**src/rtl/spawn_pkg.sv**
```systemverilog
// Shared definitions for the spawn scheduler: state codes, lane indices,
// timer width and a saturating timer increment.
package spawn_pkg;

  localparam int TIMER_W   = 10;
  localparam int NUM_LANES = 3;

  localparam int FWD   = 0;
  localparam int LEFT  = 1;
  localparam int RIGHT = 2;

  typedef enum logic [2:0] {
    S_IDLE     = 3'b000,
    S_DELAY    = 3'b001,
    S_ARB      = 3'b010,
    S_COOLDOWN = 3'b011,
    S_WAVE_END = 3'b100,
    S_DONE     = 3'b101
  } sched_state_t;

  typedef logic [TIMER_W-1:0] timer_t;

  function automatic timer_t timer_inc(input timer_t t);
    return (t == '1) ? t : t + 1'b1;
  endfunction

endpackage

```
**src/rtl/rr_arbiter3.sv**
```systemverilog
// Three-lane spawn arbiter. SPAWN_SCHED_RR_EN selects round-robin with a
// last-grant pointer; otherwise fixed priority forward > left > right.
module rr_arbiter3
  import spawn_pkg::*;
(
`ifdef SPAWN_SCHED_RR_EN
  input  logic       clk,
  input  logic       rst_n,
  input  logic       update,
`endif
  input  logic [2:0] req,
  output logic [2:0] grant
);

`ifdef SPAWN_SCHED_RR_EN
  logic [1:0] ptr;
  logic [1:0] cand;
  logic       found;

  // NOTE: every output of a combinational block gets a default first, so no path leaves it unassigned and infers a latch.
  always_comb begin
    grant = '0;
    found = 1'b0;
    cand  = (ptr == 2'(RIGHT)) ? 2'(FWD) : ptr + 2'd1;
    for (int k = 0; k < NUM_LANES; k++) begin
      if (!found && req[cand]) begin
        grant[cand] = 1'b1;
        found       = 1'b1;
      end
      cand = (cand == 2'd2) ? 2'd0 : cand + 2'd1;
    end
  end

  always_ff @(posedge clk or negedge rst_n) begin
    if (!rst_n) begin
      ptr <= 2'(RIGHT);
    end else if (update && (grant != '0)) begin
      ptr <= grant[RIGHT] ? 2'd2 : (grant[LEFT] ? 2'd1 : 2'd0);
    end
  end
`else
  always_comb begin
    grant = '0;
    if (req[FWD])        grant[FWD]   = 1'b1;
    else if (req[LEFT])  grant[LEFT]  = 1'b1;
    else if (req[RIGHT]) grant[RIGHT] = 1'b1;
  end
`endif

endmodule

```
**src/rtl/spawn_scheduler.sv**
```systemverilog
// Wave-based enemy spawn scheduler: delay, arbitrate, cool down, repeat per wave.
// Round-robin lane selection is enabled by defining SPAWN_SCHED_RR_EN.
module spawn_scheduler
  import spawn_pkg::*;
#(
  parameter int FIRST_DELAY = 6,
  parameter int SPAWN_GAP   = 500,
  parameter int WAVE_SIZE   = 3,
  parameter int NUM_WAVES   = 3
) (
  input  logic       clk,
  input  logic       rst_n,
  input  logic       tick,
  input  logic       start,
  input  logic [2:0] spawn_req,
  input  logic [2:0] kill,
  output logic [2:0] spawn_grant,
  output logic [2:0] active,
  output logic [2:0] sched_state,
  output logic [1:0] wave_num,
  output logic       wave_done,
  output logic       all_clear
);

  localparam timer_t     FIRST_T   = TIMER_W'(FIRST_DELAY);
  localparam timer_t     GAP_T     = TIMER_W'(SPAWN_GAP);
  localparam logic [1:0] WAVE_SZ   = 2'(WAVE_SIZE);
  localparam logic [1:0] LAST_WAVE = 2'(NUM_WAVES - 1);

  sched_state_t state;
  timer_t       timer;
  timer_t       next_timer;
  logic [1:0]   lane_count [NUM_LANES];
  logic [2:0]   eligible;
  logic [2:0]   arb_grant;
  logic [2:0]   kill_clr;
  logic         do_grant;
  logic         lanes_full;

  assign sched_state = state;

  always_comb begin
    eligible   = '0;
    lanes_full = 1'b1;
    for (int i = 0; i < NUM_LANES; i++) begin
      eligible[i] = spawn_req[i] && !active[i] && (lane_count[i] < WAVE_SZ);
      if (lane_count[i] != WAVE_SZ) lanes_full = 1'b0;
    end
    do_grant   = (state == S_ARB) && tick && (eligible != '0);
    kill_clr   = (state != S_IDLE) ? (kill & active) : '0;
    next_timer = timer_inc(timer);
  end

  rr_arbiter3 u_arb (
`ifdef SPAWN_SCHED_RR_EN
    .clk    (clk),
    .rst_n  (rst_n),
    .update (do_grant),
`endif
    .req    (eligible),
    .grant  (arb_grant)
  );

  // NOTE: sequential state uses non-blocking assignments so every register samples pre-edge values.
  always_ff @(posedge clk or negedge rst_n) begin
    if (!rst_n) begin
      state       <= S_IDLE;
      timer       <= '0;
      // NOTE: the per-lane counters gate eligibility, so unlike a data memory they must be reset.
      lane_count  <= '{default: '0};
      spawn_grant <= '0;
      active      <= '0;
      wave_num    <= '0;
      wave_done   <= 1'b0;
      all_clear   <= 1'b0;
    end else begin
      spawn_grant <= '0;
      wave_done   <= 1'b0;
      // A lane killed this cycle drops out on this edge; a new grant is never on a live lane.
      active      <= (active & ~kill_clr) | (do_grant ? arb_grant : 3'b000);

      case (state)
        S_IDLE, S_DONE: begin
          if (start) begin
            state      <= S_DELAY;
            timer      <= '0;
            lane_count <= '{default: '0};
            wave_num   <= '0;
            all_clear  <= 1'b0;
          end
        end

        S_DELAY: begin
          if (tick) begin
            if (next_timer == FIRST_T) begin
              state <= S_ARB;
              timer <= '0;
            end else begin
              timer <= next_timer;
            end
          end
        end

        S_ARB: begin
          if (do_grant) begin
            spawn_grant <= arb_grant;
            for (int i = 0; i < NUM_LANES; i++) begin
              if (arb_grant[i] && (lane_count[i] != 2'b11)) lane_count[i] <= lane_count[i] + 2'd1;
            end
            state <= S_COOLDOWN;
            timer <= '0;
          end else if (lanes_full && (active == '0)) begin
            state     <= S_WAVE_END;
            wave_done <= 1'b1;
            timer     <= '0;
          end
        end

        S_COOLDOWN: begin
          if (tick) begin
            if (next_timer == GAP_T) begin
              state <= S_ARB;
              timer <= '0;
            end else begin
              timer <= next_timer;
            end
          end
        end

        S_WAVE_END: begin
          timer <= '0;
          if (wave_num == LAST_WAVE) begin
            state     <= S_DONE;
            all_clear <= 1'b1;
          end else begin
            if (wave_num != 2'b11) wave_num <= wave_num + 2'd1;
            lane_count <= '{default: '0};
            state      <= S_DELAY;
          end
        end

        default: begin
          state <= S_IDLE;
          timer <= '0;
        end
      endcase
    end
  end

endmodule
```
**config.mk**
```make
export PLATFORM = sky130hd
export DESIGN_NAME = spawn_scheduler
export DESIGN_NICKNAME = d
export VERILOG_FILES = /design/src/rtl/spawn_pkg.sv /design/src/rtl/rr_arbiter3.sv /design/src/rtl/spawn_scheduler.sv
export SDC_FILE = /design/constraint.sdc
export NUM_CORES = 1
export LEC_CHECK = 0
export BUFFER_PORTS_ARGS = -buffer_cell sky130_fd_sc_hd__buf_2
export CORE_AREA = 8 8 52 87
export DETAILED_ROUTE_END_ITERATION = 7
export DIE_AREA = 0 0 60 95
export PLACE_DENSITY_LB_ADDON = 0.08
export SLEW_MARGIN = 10
export SYNTH_ARGS = -nofsm -noshare
export SYNTH_HDL_FRONTEND = slang
export SYNTH_SLANG_ARGS = --single-unit
```
**constraint.sdc**
```tcl
create_clock -name clk -period 3.05 [get_ports clk]
set_input_delay 0.305 -clock clk [delete_from_list [all_inputs] [get_ports clk]]
set_output_delay 0.305 -clock clk [all_outputs]
set_load 0.005 [all_outputs]
```
==> key figures <==
GRT
  – GR Util met2: around a third
  – GR Layer Usage met1: 18.23%
  – Number of global-route vias before repair: 1850
  – Total track usage: a little under a fifth
  – GRT busiest layer: met2
  – First-pass GRT wire length: approximately 8100 um
  – Largest net degree at the start of global routing: 30
  – GR met3 Demand/Resource: 3.951%
  – Overflow after GRT: 0
  – Initial antenna violation count: 0

Routing
  – 1st-iter DRT viols: a little under 60
  – Total wire length: about 4800 um
  – WL per Instance: between 15 and 20 um
  – Drt first pass iters: 4
  – DRC violations left: 0
  – Vias per Instance: a little over 6
  – Routed Antenna Nets: 0
  – Routed via count: between 1500 and 2000

Finish
  – Antenna Cells: 0
  – P&R area growth vs syn: 12.07%
  – Number of nets in the layout: 247
  – Share of cells above drive strength 1: 21.55%
  – Fill cells: 297
  – Fin util: 63.16%
  – Commonest non-fill, non-tap cell in the layout: dfrtp_1
  – Most frequent cells in the layout: dfrtp_1 (29), nand2_1 (26), buf_2 (22)

Floorplanning
  – DIE AREA: approximately 5700 um2
  – Die H: between 90 and 100 um
  – Starting Density: 56.35%
  – Ports: 23
  – Die extent in x: around 60 um
  – # rows: 28
  – Core ar.: about 3300 um2

Synth
  – Post-Syn Area: 1876 um2
  – Ys async rst share: 100.0%
  – #FFs+latches synth: 29
  – Avg Cell Area, Syn: ~9 um2
  – Post-synthesis sequential area ratio: between 30% and 40%
  – Post-synth top flop: dfrtp_1
  – Mapped Nets: ~230
  – Synthesized instance count: between 200 and 250
  – Yosys Warn Count: 0
  – Yosys cell types: 55
  – Post-synth EDFFs: 0

Clock tree
  – TritonCTS clock tree: done
  – Post-cts resize count: 0
  – Clock buffer count from CTS: 5
  – CTS max path bufs: 2
  – # hold bufs at CTS: 0
  – Clock Latency Late Sink: 0.28 ns
  – CTS HTree Levels: 2
  – Clk sink count: 29
  – Root Driver: clkbuf_8
  – Postcts setup bufs: 0
  – Clock-pin transition on the worst setup and hold timing paths: about 0.070 ns

Power and ir drop
  – Pwr Total: about 1.6 mW
  – Leakage: about 0.98 nW
  – Peak VDD IR: approximately 0.62 mV
  – Power density cells: approximately 740 nW/um2

Worst setup path
  – CP max stage delay: 0.51 ns
  – R2R Setup Slk: 0.49 ns
  – Crit start category: register
  – Worst R2R End: timer[2]
  – Slowest-stage cell, CP: dfrtp_1
  – Worst setup EP type: register
  – CP Class: reg2reg
  – Crit path from: timer[1]
  – Worst setup path endpoint: timer[2]
  – Worst Path Max Fanout: 8
  – Reg2reg start: timer[1]
  – Critical-path cell list: ha_1 > nand2_1 > o31ai_1 > a221oi_1 > and4_4 > a21oi_4 > o21ai_4 > a221oi_2
  – Critical Path RT: around 3.3 ns
  – Reg2reg path depth: 8
  – Arrival @ worst endpoint: 2.76 ns

Timing
  – Min cycle time layout: 2.562 ns
  – WHS: 0.05689 ns
  – RSZ-0062 raised after global routing: no
  – Clock Skew: roughly 0.012 ns
  – Slew HR: between 50% and 60%
  – Final Hold Viols: 0
  – Fmax: ~0.39 GHz
  – Setup violators final: 0
  – Final Slew Violations: 0
  – Setup tns final: 0 ns
  – Final Cycle Share: 84.01%
  – Worst-margin pin slew: approximately 0.67 ns

Placement
  – GPL Wtd Cong: between 0.9 and 1
  – DP Wirelength: ~3700 um
  – IO Port Bufs: 22

Outcome
  – Status: complete, no violations

Min path
  – Min-Delay Path Class: in2async

Job
  – Max-cap violation count: 0
## cell families (layout without fill, tap and decap cells)
| family | after synthesis | in the layout | synth area share (%) |
|---|---|---|---|
| compound gates | 64 | 64 | 23.48 |
| xor+xnor | 3 | 3 | 1.401 |
| fa+ha+maj | 6 | 6 | 4.003 |
| buf+inv | 22 | 45 | 4.603 |
| flops | 29 | 29 | 38.69 |
| mux | 3 | 3 | 1.668 |
| simple gates | 82 | 82 | 26.15 |
## synthesized netlist by cell type, types with 3 or more instances
master,number,area [um2]
and3_1,3,18.77
nand2_1,26,97.59
ha_1,6,75.07
nor3_1,7,35.03
buf_2,3,15.01
nand4_1,3,18.77
clkbuf_1,5,18.77
inv_1,14,52.55
a22o_1,3,26.28
nor3_2,4,40.04
o31ai_1,4,30.03
nor2_1,12,45.04
o21ai_1,8,40.04
nand3_1,7,35.03
a21oi_1,10,50.05
o21ai_0,18,90.09
dfrtp_1,29,725.7
## cell type report
cell class / instances / area, um2 / area share [%]
Clock buffer: 5 / 68.82 / 3.274
Sequential cell: 29 / 725.7 / 34.52
Clock inverter: 3 / 17.52 / 0.8333
Tap cell: 45 / 56.30 / 2.679
Inverter: 14 / 52.55 / 2.500
Multi-Input combinational cell: 158 / 1064 / 50.60
Timing Repair Buffer: 23 / 117.6 / 5.595
## registers in the layout, indices dropped and copies added (netlist names)
| register | flops |
|---|---|
| sched_state | 3 |
| wave_done | 1 |
| lane_count | 6 |
| wave_num | 2 |
| active | 3 |
| timer | 10 |
| spawn_grant | 3 |
| all_clear | 1 |
## where the power goes
group          switching [mW]  total, mW  internal, mW
clock network           0.152      0.309         0.157
logic                   0.377      0.620         0.243
registers               0.159      0.622         0.463
total                   0.688       1.55         0.863
## critical path, delay by kind of cell, from the launching register on
kind / cells / cell delay, ns
DFF: 1 / 0.51
adders and majority gates: 1 / 0.35
and+or+nand+nor: 2 / 0.46
AOI/OAI and AO/OA: 5 / 1.17
## how the worst min path moves through the flow
stage	to	start
floorplan	active[0]	rst_n
global placement	timer[7]	rst_n
detailed placement	timer[7]	rst_n
CTS	timer[5]	rst_n
global route	timer[5]	rst_n
finish	timer[2]	rst_n
## through the flow
step | setup WS (ns) | area [um2] | std cells
floorplan | 0.8807 | 1876 | 209
global placement | 0.5842 | 2016 | 269
detailed placement | 0.5316 | 2016 | 269
CTS | 0.5297 | 2102 | 277
global route | 0.2734 | 2102 | 277
finish | 0.4878 | 2102 | 277
## metal layers
metal	wire length, um	vias to the layer above	share of wire (%)
met4	287	0	6.0
met2	2493	61	52
li1	-	808	-
met1	1803	787	38
met5	0	-	0
met3	191	29	4.0
Power figures use the tool's default switching activity.
